===== config.mk =====
export PLATFORM = sky130hd
export DESIGN_NAME = timer_int_ctrl_mc_flat
export DESIGN_NICKNAME = d
export VERILOG_FILES = /design/src/rtl/timer_pkg.sv /design/src/rtl/timer_int_ctrl_mc_if.sv /design/src/rtl/timer_int_ch.sv /design/src/rtl/timer_int_ctrl_mc.sv /design/src/flat_wrapper.sv
export SDC_FILE = /design/constraint.sdc
export NUM_CORES = 1
export LEC_CHECK = 0
export CAP_MARGIN = 20
export CORE_MARGIN = 2
export CORE_UTILIZATION = 50
export CTS_CLUSTER_SIZE = 20
export DETAILED_ROUTE_END_ITERATION = 6
export PLACE_DENSITY = 0.82
export SKIP_CTS_REPAIR_TIMING = 1
export SLEW_MARGIN = 0
export SYNTH_ARGS = -nofsm -noshare
export SYNTH_HDL_FRONTEND = slang
export SYNTH_SLANG_ARGS = --single-unit

===== constraint.sdc =====
create_clock -name clk -period 1.77 [get_ports clk]
set_input_delay 0.531 -clock clk [delete_from_list [all_inputs] [get_ports clk]]
set_output_delay 0.531 -clock clk [all_outputs]
set_load 0.02 [all_outputs]

===== src/rtl/timer_pkg.sv =====
// Shared definitions for the multi-channel timer interrupt controller.
package timer_pkg;

    localparam int TIM_NUM_CH = 4;
    localparam int TIM_CNT_W  = 8;

    function automatic int clog2_min1(input int n);
        return (n <= 1) ? 1 : $clog2(n);
    endfunction

    // Index of the lowest set bit, 0 when none is set.
    function automatic int ffs_idx(input logic [31:0] v);
        int r;
        r = 0;
        for (int i = 31; i >= 0; i--) begin
            if (v[i]) r = i;
        end
        return r;
    endfunction

endpackage


===== src/rtl/timer_int_ctrl_mc_if.sv =====
// Interrupt presentation handshake between controller and CPU.
interface timer_int_ctrl_mc_if #(
    parameter int ID_W = 2
);

    logic            tim_int;
    logic [ID_W-1:0] int_id;
    logic            int_id_vld;
    logic            int_ack;

    modport master (
        output tim_int,
        output int_id,
        output int_id_vld,
        input  int_ack
    );

    modport slave (
        input  tim_int,
        input  int_id,
        input  int_id_vld,
        output int_ack
    );

endinterface


===== src/rtl/timer_int_ch.sv =====
// One timer channel: edge/level qualify, event coalescing, sticky status.
module timer_int_ch #(
    parameter int CNT_W = 8
) (
    input  logic             clk,
    input  logic             rst_n,
    input  logic             evt,
    input  logic             edge_mode,
    input  logic [CNT_W-1:0] thr_m1,
    input  logic             int_set,
    input  logic             int_clr,
    input  logic             ack_clr,
    output logic             int_st,
    output logic             ovr_st
);

    logic             evt_d;
    logic [CNT_W-1:0] cnt;
    logic             q;
    logic             fire;
    logic             set;
    logic             clr;

    assign q    = edge_mode ? (evt & ~evt_d) : evt;
    assign fire = q & (cnt >= thr_m1);
    assign set  = fire | int_set;
    assign clr  = int_clr | ack_clr;

    always_ff @(posedge clk or negedge rst_n) begin
        if (!rst_n) begin
            evt_d  <= 1'b0;
            cnt    <= '0;
            int_st <= 1'b0;
            ovr_st <= 1'b0;
        end else begin
            evt_d <= evt;
            if (fire) begin
                cnt <= '0;
            end else if (q) begin
                cnt <= cnt + 1'b1;
            end
            // A new set always wins so no event is lost to a clear.
            if (set) begin
                int_st <= 1'b1;
            end else if (clr) begin
                int_st <= 1'b0;
            end
            if (set & int_st & ~ack_clr) begin
                ovr_st <= 1'b1;
            end else if (int_clr) begin
                ovr_st <= 1'b0;
            end
        end
    end

endmodule


===== src/rtl/timer_int_ctrl_mc.sv =====
// Multi-channel timer interrupt controller with registered pending-ID.
module timer_int_ctrl_mc
    import timer_pkg::*;
#(
    parameter int NUM_CH = TIM_NUM_CH,
    parameter int CNT_W  = TIM_CNT_W,
    parameter int ID_W   = clog2_min1(NUM_CH)
) (
    input  logic              clk,
    input  logic              rst_n,
    input  logic [NUM_CH-1:0] evt,
    input  logic [NUM_CH-1:0] edge_mode,
    input  logic [NUM_CH-1:0] int_en,
    input  logic [NUM_CH-1:0] int_clr,
    input  logic [NUM_CH-1:0] int_set,
    input  logic [CNT_W-1:0]  thr,
    output logic [NUM_CH-1:0] int_st,
    output logic [NUM_CH-1:0] ovr_st,
    timer_int_ctrl_mc_if.master irq
);

    logic [CNT_W-1:0]  thr_m1;
    logic [NUM_CH-1:0] masked;
    logic [NUM_CH-1:0] ack_clr;

    // A threshold of zero behaves like one.
    assign thr_m1 = (thr == '0) ? '0 : thr - 1'b1;
    assign masked = int_st & int_en;

    for (genvar i = 0; i < NUM_CH; i++) begin : g_ch
        assign ack_clr[i] = irq.int_ack & irq.int_id_vld
                          & (irq.int_id == ID_W'(i));

        timer_int_ch #(
            .CNT_W (CNT_W)
        ) u_ch (
            .clk       (clk),
            .rst_n     (rst_n),
            .evt       (evt[i]),
            .edge_mode (edge_mode[i]),
            .thr_m1    (thr_m1),
            .int_set   (int_set[i]),
            .int_clr   (int_clr[i]),
            .ack_clr   (ack_clr[i]),
            .int_st    (int_st[i]),
            .ovr_st    (ovr_st[i])
        );
    end

    assign irq.tim_int = |masked;

    always_ff @(posedge clk or negedge rst_n) begin
        if (!rst_n) begin
            irq.int_id_vld <= 1'b0;
            irq.int_id     <= '0;
        end else begin
            irq.int_id_vld <= |masked;
            irq.int_id     <= ID_W'(ffs_idx(32'(masked)));
        end
    end

endmodule


===== src/flat_wrapper.sv =====
// flat-port wrapper written by rule: the top's interface ports become plain ports
module timer_int_ctrl_mc_flat import timer_pkg::*;
#(
    parameter int NUM_CH = TIM_NUM_CH,
    parameter int CNT_W  = TIM_CNT_W,
    parameter int ID_W   = clog2_min1(NUM_CH)
)
  (clk, rst_n, evt, edge_mode, int_en, int_clr, int_set, thr, int_st, ovr_st, irq_tim_int, irq_int_id, irq_int_id_vld, irq_int_ack);
  timer_int_ctrl_mc_if #(.ID_W(ID_W)) irq_i ();
  input  logic clk;
  input  logic rst_n;
  input  logic [NUM_CH-1:0] evt;
  input  logic [NUM_CH-1:0] edge_mode;
  input  logic [NUM_CH-1:0] int_en;
  input  logic [NUM_CH-1:0] int_clr;
  input  logic [NUM_CH-1:0] int_set;
  input  logic [CNT_W-1:0] thr;
  output logic [NUM_CH-1:0] int_st;
  output logic [NUM_CH-1:0] ovr_st;
  output wire logic [$bits(irq_i.tim_int)-1:0] irq_tim_int;
  output wire logic [$bits(irq_i.int_id)-1:0] irq_int_id;
  output wire logic [$bits(irq_i.int_id_vld)-1:0] irq_int_id_vld;
  input wire logic [$bits(irq_i.int_ack)-1:0] irq_int_ack;
  assign irq_tim_int = irq_i.tim_int;
  assign irq_int_id = irq_i.int_id;
  assign irq_int_id_vld = irq_i.int_id_vld;
  assign irq_i.int_ack = irq_int_ack;
  timer_int_ctrl_mc #(.NUM_CH(NUM_CH), .CNT_W(CNT_W), .ID_W(ID_W)) u_core (.clk(clk), .rst_n(rst_n), .evt(evt), .edge_mode(edge_mode), .int_en(int_en), .int_clr(int_clr), .int_set(int_set), .thr(thr), .int_st(int_st), .ovr_st(ovr_st), .irq(irq_i));
endmodule

==> impl_metrics.toml <==
[pwr]
p_per_area_nw_per_um2 = 982
leakage_nw = 2.27
vdd_drop_max_v = 0.000511

[place]
place_ws_ns = -1.73
gp_congestion = 0.892
dp.cells = 496
port_buffers = 42
placed_area_sq_um = 4170
post-dp-hpwl_mm = 5.89

[drt]
dr_wl_met3_um = 358
dr_wl_met2_mm = 4.27
drc = 0
routedWlPerCell_um = 16.4
vias_per_cell = 5.73
routed_wl_mm = 8.36
m1WireLength_mm = 3.54
dr.pass1.iters = 4
ant_nets = 0
vias = 2920
highest-signal-layer = "met4"
drtIter0Drc = 142

[timing]
min_period_over_period = 1.58
max_freq_ghz = 0.358
final.setup.tns_ns = -36.31
maxSlewViolCount = 0
setup_violations = 40
fin_crit_ns = 2.79
max_slew_margin = 0.699
finalWorstSetupSlack_ns = -1.02
whs_ns = 0.146
rsz0062_at_grt = "yes"
finalHoldViolCount = 0
tightest_slew_ns = 0.452
clock_skew_ns = 0.00640

[yosys]
yosysSeqAreaShare = 0.377
ys_seq_elements = 47
synth_area_leaders = "dfrtp_1, ha_1, nand2_1"
avgSynthCellArea_sq_um = 9.66
synth_top_area_share = 0.377
async_reset_ff_frac = 1.00
ys.flop_type = "dfrtp_1"
syn_inst = 323
yosysWarnings = 0
synth.distinct_cells = 51
synth_edf_count = 0
yosysTopAreaCell = "dfrtp_1"
netlist_area_sq_um = 3120
synthesis.nets = 391

[min_path]
hp-class = "input port to async pin"

[grt]
grt_first_pass_wirelength_mm = 12.8
grt_pass1_vias = 2913
overflow = 0
grt_max_degree = 32
grt_usage = 0.223
antenna_found_initial = 0

[critical_path]
worst-path-buf-inv = 2
cp-start-kind = "input port"
arrival_ns = 3.01
critPathMaxFanout = 6
critPathMostFrequentCell = "nand2_1"
endpoint_kind = "flop"
cp_slowest_stage_delay_ns = 0.46
crit_start = "thr[2]"
r2r_start = "u_core.g_ch[2].u_ch.cnt[1]"
crit_chain = "buf_8 -> nor4_4 -> nand2_1 -> or3_4 -> nand2_1 -> ha_1 -> a21oi_1 -> nor2_1 -> a211oi_4 -> buf_4 -> a31oi_1 -> mux2i_1"
worstRegToRegCells = 7
cpLargestDelayFamily = "simple AND/OR/NAND/NOR gates"
crit_type = "input port to flop"
crit_cells = 12
worstPathRequired_ns = 1.99
slowest_stage = "or3_4"

[finish]
final_area_sq_um = 4540
final_cell_mix = "buf_4, dfrtp_1, nand2_1"
drive_gt1_frac = 0.320
final_cells = 510
insertedDiodeCount = 0
area_growth_pct = 45.5
nNetsFinal = 503
final_common_cell = "buf_4"

[clock_network]
clk_pin_slew_ns = 0.09
clk_path_buf_depth = 2
htreeDepth = 2
clk_latency_ns = 0.31
cts-root-buf = "clkbuf_8"
cts_sinks = 47
cts_buffers = 5
cts_tree = "yes"

[floorplan]
die_h_um = 83.0
dieArea_sq_um = 6890
die_w_um = 83.0
core_area_sq_um = 5990
ios = 43
initial_core_util = 0.521
rows = 28

[run]
cap_violations = 0

[run_status]
violations = "negative setup slack"
status = "finished, violations left"
-- cell families (layout without fill, tap and decap cells) --
group,Yosys count,after routing,synth area share
and+or+nand+nor,116,116,0.186
AOI/OAI and AO/OA,77,77,0.189
DFF,47,47,0.377
adders and majority gates,37,37,0.148
buffers and inverters,26,138,0.0409
xor gates and xnor gates,15,15,0.0421
muxes,5,5,0.0172
-- flip-flops by register name (all words and copies together) (netlist names) --
register / count
u_core.g_ch.u_ch.cnt: 32
u_core.g_ch.u_ch.evt_d: 4
u_core.g_ch.u_ch.int_st: 4
u_core.g_ch.u_ch.ovr_st: 4
u_core.irq.int_id: 2
u_core.irq.int_id_vld: 1
-- final timing paths --
path	endpoint	slack (ns)
setup / recovery	u_core.g_ch[0].u_ch.cnt[2]	-1.02
hold / removal	u_core.g_ch[0].u_ch.int_st	0.15
setup reg to reg	u_core.g_ch[2].u_ch.cnt[2]	-0.19
hold reg to reg	u_core.g_ch[0].u_ch.ovr_st	0.53
max in group asynchronous	u_core.g_ch[2].u_ch.cnt[7]	1.12
min in group clk	u_core.irq.int_id[0]	0.47
-- cells in the mapped netlist (2+ instances only) --
library cell	n
dfrtp_1	47
ha_1	37
inv_1	17
nand2_1	37
a21oi_1	12
and4_1	2
or3_1	5
o21ai_0	9
a22o_1	7
mux2i_1	2
a211o_1	4
buf_4	8
o21ai_1	6
a221o_1	3
a21boi_1	3
a31oi_1	3
and3_1	7
xor2_1	8
a22oi_1	2
nand2b_1	2
nor3_1	6
and2_1	6
a21o_1	3
nand4_1	5
nor2b_1	11
o31ai_1	9
mux2_2	3
nor2_1	19
nand3_1	11
xnor2_1	7
o211ai_1	2
-- routing by layer --
layer	GRT usage	up-vias
met5	0	-
met4	0.0730	0
met3	0.0487	20
met2	0.396	84
met1	0.267	1418
li1	-	1398
-- per-stage QoR --
stage	util	total power, mW
2_1_floorplan	-	2.63
3_3_place_gp	0.696	3.39
3_5_place_dp	0.696	3.50
4_1_cts	0.711	4.20
5_1_grt	0.758	4.74
6_report	0.758	4.46
-- report_power, final --
group / switching (mW) / leakage, nW / internal (mW) / total [mW]
registers: 0.212 / 0.581 / 1.32 / 1.53
logic: 1.06 / 1.64 / 1.19 / 2.25
clock network: 0.369 / 0.0470 / 0.307 / 0.676
-- cell type report --
cell class              count  area, sq um
multi-input cells         250         2100
fillers                   405         1450
flip-flops and latches     47         1180
repair buffers            114         1020
well taps                  75         93.8
clock buffers               6         82.6
inverters                  17         63.8
clock inverters             1         5.00
(Power assumes the default switching activity.)
